==> config.mk <==
export PLATFORM = sky130hd
export DESIGN_NAME = serial_xor_cipher_ctrl
export DESIGN_NICKNAME = d
export VERILOG_FILES = /design/src/rtl/serial_xor_cipher_ctrl.sv
export SDC_FILE = /design/constraint.sdc
export NUM_CORES = 1
export LEC_CHECK = 0
export ABC_AREA = 0
export CAP_MARGIN = 20
export CORE_ASPECT_RATIO = 2
export CORE_MARGIN = 3
export CORE_UTILIZATION = 47
export DETAILED_ROUTE_END_ITERATION = 12
export HOLD_SLACK_MARGIN = 0.12
export SETUP_SLACK_MARGIN = 0.2
export SLEW_MARGIN = 5
export SYNTH_ARGS = -nofsm -noshare
export SYNTH_HDL_FRONTEND = slang
export SYNTH_SLANG_ARGS = --single-unit
==> constraint.sdc <==
create_clock -name clk -period 8.7 [get_ports clk]
set_input_delay 1.305 -clock clk [delete_from_list [all_inputs] [get_ports clk]]
set_output_delay 1.305 -clock clk [all_outputs]
set_load 0.02 [all_outputs]
==> src/rtl/serial_xor_cipher_ctrl.sv <==
// rtl/serial_xor_cipher_ctrl.sv - serial key/message loader, chunked XOR encrypt and MSB-first ciphertext sender
module serial_xor_cipher_ctrl #(
    parameter int KEY_W = 8,
    parameter int MSG_W = 64
) (
    input  logic clk,
    input  logic rst,
    input  logic serial_in,
    input  logic key_load,
    input  logic msg_load,
    output logic serial_out,
    output logic out_valid,
    output logic busy,
    output logic key_valid,
    output logic err
);
    localparam int CNT_W   = $clog2(MSG_W) + 1;
    localparam int N_CHUNK = MSG_W / KEY_W;
    localparam logic [CNT_W-1:0] KEY_LAST   = CNT_W'(KEY_W - 1);
    localparam logic [CNT_W-1:0] MSG_LAST   = CNT_W'(MSG_W - 1);
    localparam logic [CNT_W-1:0] CHUNK_LAST = CNT_W'(N_CHUNK - 1);

    typedef enum logic [2:0] {IDLE, LOAD_KEY, LOAD_MSG, ENCRYPT, SEND} state_t;

    state_t           state, state_nxt;
    logic [CNT_W-1:0] cnt;
    logic [KEY_W-1:0] key, key_sh, key_sh_nxt;
    logic [MSG_W-1:0] msg_reg, msg_shift, msg_xor;

    assign busy       = (state == ENCRYPT) || (state == SEND);
    assign key_sh_nxt = {key_sh[KEY_W-2:0], serial_in};
    assign msg_shift  = {msg_reg[MSG_W-2:0], serial_in};

    // XOR only the chunk selected by the counter during ENCRYPT
    always_comb begin
        msg_xor = msg_reg;
        for (int i = 0; i < N_CHUNK; i++) begin
            if (cnt == CNT_W'(i))
                msg_xor[i*KEY_W +: KEY_W] = msg_reg[i*KEY_W +: KEY_W] ^ key;
        end
    end

    always_ff @(posedge clk or posedge rst) begin
        if (rst) state <= IDLE;
        else     state <= state_nxt;
    end

    always_comb begin
        state_nxt = state;
        case (state)
            IDLE: begin
                if (key_load)      state_nxt = LOAD_KEY;
                else if (msg_load) state_nxt = LOAD_MSG;
            end
            LOAD_KEY: if (!key_load || cnt == KEY_LAST) state_nxt = IDLE;
            LOAD_MSG: begin
                if (!msg_load)            state_nxt = IDLE;
                else if (cnt == MSG_LAST) state_nxt = key_valid ? ENCRYPT : IDLE;
            end
            ENCRYPT:  if (cnt == CHUNK_LAST) state_nxt = SEND;
            SEND:     if (cnt == MSG_LAST) state_nxt = IDLE;
            default:  state_nxt = IDLE;
        endcase
    end

    // Counter falls back to zero unless the current state keeps it counting
    always_ff @(posedge clk or posedge rst) begin
        if (rst) begin
            cnt        <= '0;
            key        <= '0;
            key_sh     <= '0;
            msg_reg    <= '0;
            key_valid  <= 1'b0;
            err        <= 1'b0;
            serial_out <= 1'b0;
            out_valid  <= 1'b0;
        end else begin
            cnt <= '0;
            case (state)
                IDLE: begin
                    if (key_load) begin
                        key_sh <= key_sh_nxt;
                        err    <= 1'b0;
                        cnt    <= CNT_W'(1);
                    end else if (msg_load) begin
                        msg_reg <= msg_shift;
                        cnt     <= CNT_W'(1);
                    end
                end
                LOAD_KEY: begin
                    if (key_load) begin
                        key_sh <= key_sh_nxt;
                        err    <= 1'b0;
                        if (cnt == KEY_LAST) begin
                            key       <= key_sh_nxt;
                            key_valid <= 1'b1;
                        end else begin
                            cnt <= cnt + CNT_W'(1);
                        end
                    end
                end
                LOAD_MSG: begin
                    if (msg_load) begin
                        msg_reg <= msg_shift;
                        if (cnt == MSG_LAST) begin
                            if (!key_valid) err <= 1'b1;
                        end else begin
                            cnt <= cnt + CNT_W'(1);
                        end
                    end
                end
                ENCRYPT: begin
                    msg_reg <= msg_xor;
                    if (cnt == CHUNK_LAST) begin
                        out_valid  <= 1'b1;
                        serial_out <= msg_xor[MSG_W-1];
                    end else begin
                        cnt <= cnt + CNT_W'(1);
                    end
                end
                SEND: begin
                    msg_reg <= msg_reg << 1;
                    if (cnt == MSG_LAST) begin
                        out_valid  <= 1'b0;
                        serial_out <= 1'b0;
                    end else begin
                        cnt        <= cnt + CNT_W'(1);
                        serial_out <= msg_reg[MSG_W-2];
                    end
                end
                default: ;
            endcase
        end
    end
endmodule

==> reports/metrics.yaml <==
worst_setup_path:
  critPathLaunchType: "input port"
  critPathBufInv: 3
  arrival_ps: 3740
  cp_slowest_stage_delay_ps: 550
  crit_fanout: 32
  end_kind: "flop"
  crit_family: "buffers and inverters"
  required_ps: 8990
  critPathKind: "in -> reg"
  path_cells: "clkdlybuf4s50_1 > nand2b_1 > a21oi_2 > buf_8 > or2_2 > buf_12 > a221o_1"
  cpMaxStageDelayCell: "clkdlybuf4s50_1"
clock_tree:
  cts.clk_slew.worst_paths_ps: 70
  cts.repair.resized: 0
  ctsHoldBuffers: 0
  cts_tree: "done"
  clock_latency_ps: 350
  cts.path.max_buffers: 2
  cts_setup_buffers: 0
  numCtsBuffers: 9
  h-tree-depth: 3
  cts.sinks: 93
  cts-root-buf: "clkbuf_16"
yosys:
  ys_seq_area_share_pct: 42.1
  yosys.cell_types.count: 49
  synth-edff-count: 0
  synth_flop_cell: "dfrtp_1"
  synthesis.area_um2: 5520
  async_flop_share_pct: 100
  ys_seq_elements: 93
  synth_cells: 596
  syn_avg_cell_area_um2: 9.26
  synth_nets: 606
  ys.warnings.count: 0
grt:
  grt_pass1_wl_um: 26000
  antenna_found_initial: 0
  grt-ovfl-total: 0
  grtUsageTotal_pct: 25.6
  grt_pass1_vias: 4887
  grt_max_degree: 92
finish:
  drive_gt1_share_pct: 9.42
  num_antenna_cells: 0
  final_cells: 715
  syn2layout_area_growth_pct: 7.66
  fin_nets: 578
  largest_reg_flops: 64
power_and_ir_drop:
  powerDensity_nw_per_um2: 286
  power.leakage_nw: 2.29
  ir_drop_mv: 0.264
  finalPower_mw: 1.70
sta:
  hold_viol: 0
  finalMaxSlewViolations: 0
  tightest_slew_ps: 926
  fmax_mhz: 290
  fin_crit_ps: 3450
  finalSetupViolCount: 0
  hold_slack_ps: 519
  relSlewSlack_pct: 38.3
  fin_skew_ps: 10.3
  min_period_over_period_pct: 39.7
  tns_ps: 0
  rsz0062_at_grt: "no"
flow_run:
  maxCapViolCount: 0
route:
  firstDrtPassIters: 6
  drt_iter0_markers: 527
  via_per_inst: 6.90
  drt-total-wl_um: 15800
  drtAntennaViolNets: 0
  num_vias: 4933
  drc: 0
  routedWlPerCell_um: 22.2
min_path:
  min_path_type: "reg -> reg"
floorplan:
  placementRows: 55
  io_pins: 10
  start_util_pct: 48.3
  die_y_um: 159
  die_area_um2: 13200
  fp.coreArea_um2: 11400
  die_w_um: 82.6
placement:
  dp_hpwl_um: 10100
  portBuffers: 9
  place_inst: 698
  finalWeightedCongestion: 0.794
outcome:
  status: "finished, final reports clean"
[area by class of cell]
| type | instances | area [µm²] |
|---|---|---|
| flip-flops and latches | 93 | 2330 |
| clock inverters | 7 | 63.8 |
| clock buffers | 9 | 225 |
| fillers | 1111 | 5480 |
| well taps | 142 | 178 |
| multi-input cells | 433 | 2910 |
| repair buffers | 20 | 193 |
| inverters | 11 | 43.8 |
[cell families after synthesis]
group / Yosys count / share of synthesized area [%]
flip-flops: 93 / 42.1
adder cells (fa/ha/maj): 5 / 1.13
buffers and inverters: 70 / 5.28
multiplexers: 16 / 3.26
AND/OR/NAND/NOR: 227 / 21.0
AO/OA/AOI/OAI: 179 / 26.2
XOR/XNOR: 6 / 0.952
[through the flow]
stage / utilization, % / cell area [µm²] / setup WS, ps
after floorplan: - / 5520 / 4970
after global placement: 49.2 / 5620 / 4370
after detailed placement: 49.4 / 5640 / 4560
after CTS: 51.9 / 5930 / 4900
after global routing: 52.0 / 5940 / 5110
final: 52.0 / 5940 / 5250
[synth_stat cells, types with 5 or more instances]
cell type  instances  area (µm²)
o21ai_0           22         110
nand3_1            9        45.0
nor2_1            21        78.8
nand4_1            6        37.5
o32ai_1            7        61.3
ha_1               5        62.6
clkbuf_1          40         150
nand2_1           74         278
a221o_1           48         480
nand3b_1          15         113
buf_1              6        22.5
dfrtp_1           93        2330
o22a_1             8        70.1
mux2_2            14         158
nand2b_1           7        43.8
o311ai_0          17         149
inv_1             11        41.3
a32o_1             5        50.1
or3_1             25         156
a211o_1            7        61.3
a31oi_1           10        62.6
o22ai_1           23         144
buf_2             11        55.1
o31a_1            14         123
nor3_1            51         255
[where the power goes]
part           switching (mW)  internal [mW]
Combinational           0.373          0.251
Clock                   0.192          0.201
Sequential              0.132          0.552
[metal layers]
metal	track usage, %	vias up	part of all wire, %
met3	4.08	32	4.4
met1	32.5	2461	40
met4	9.30	0	2.8
li1	-	2258	-
met5	0	-	0
met2	43.0	182	53
[final timing paths]
check,startpoint,end,slack (ps),cells past startpoint
max,key_load,msg_reg[31]$_DFFE_PP0P_,5250,7
min,key_sh[1]$_DFFE_PP0P_,key[2]$_DFFE_PP0P_,520,1
max reg2reg,state[1]$_DFFE_PP0P_,msg_reg[61]$_DFFE_PP0P_,6030,5
min reg2reg,key_sh[1]$_DFFE_PP0P_,key[2]$_DFFE_PP0P_,520,1
max in group asynchronous,rst,msg_reg[39]$_DFFE_PP0P_,6210,3
min in group asynchronous,rst,msg_reg[20]$_DFFE_PP0P_,1280,2
[placed cells by master (no fill, tap or decap), types with 3 or more instances in the layout]
cell type        count
o21ai_0             21
o22a_1               8
a211o_1              7
ha_1                 5
or2_2                4
inv_1               10
buf_4                9
nand2b_1             7
o311ai_0            17
nand3b_1            15
nand3_1              9
a221o_1             48
clkdlybuf4s50_1      9
clkbuf_16            9
o32ai_1              7
o31a_1              14
o41ai_1              3
a21oi_1              3
o31ai_1              3
nor3_1              50
a31oi_1             10
and3_1               3
nand4_1              6
a32o_1               5
nor2_1              21
or3_1               24
dfrtp_1             93
mux2_2              14
o22ai_1             23
xnor2_1              4
inv_6                3
nand2_1             74
nor2b_1              4
No activity file was read; power rests on OpenSTA's default activity.
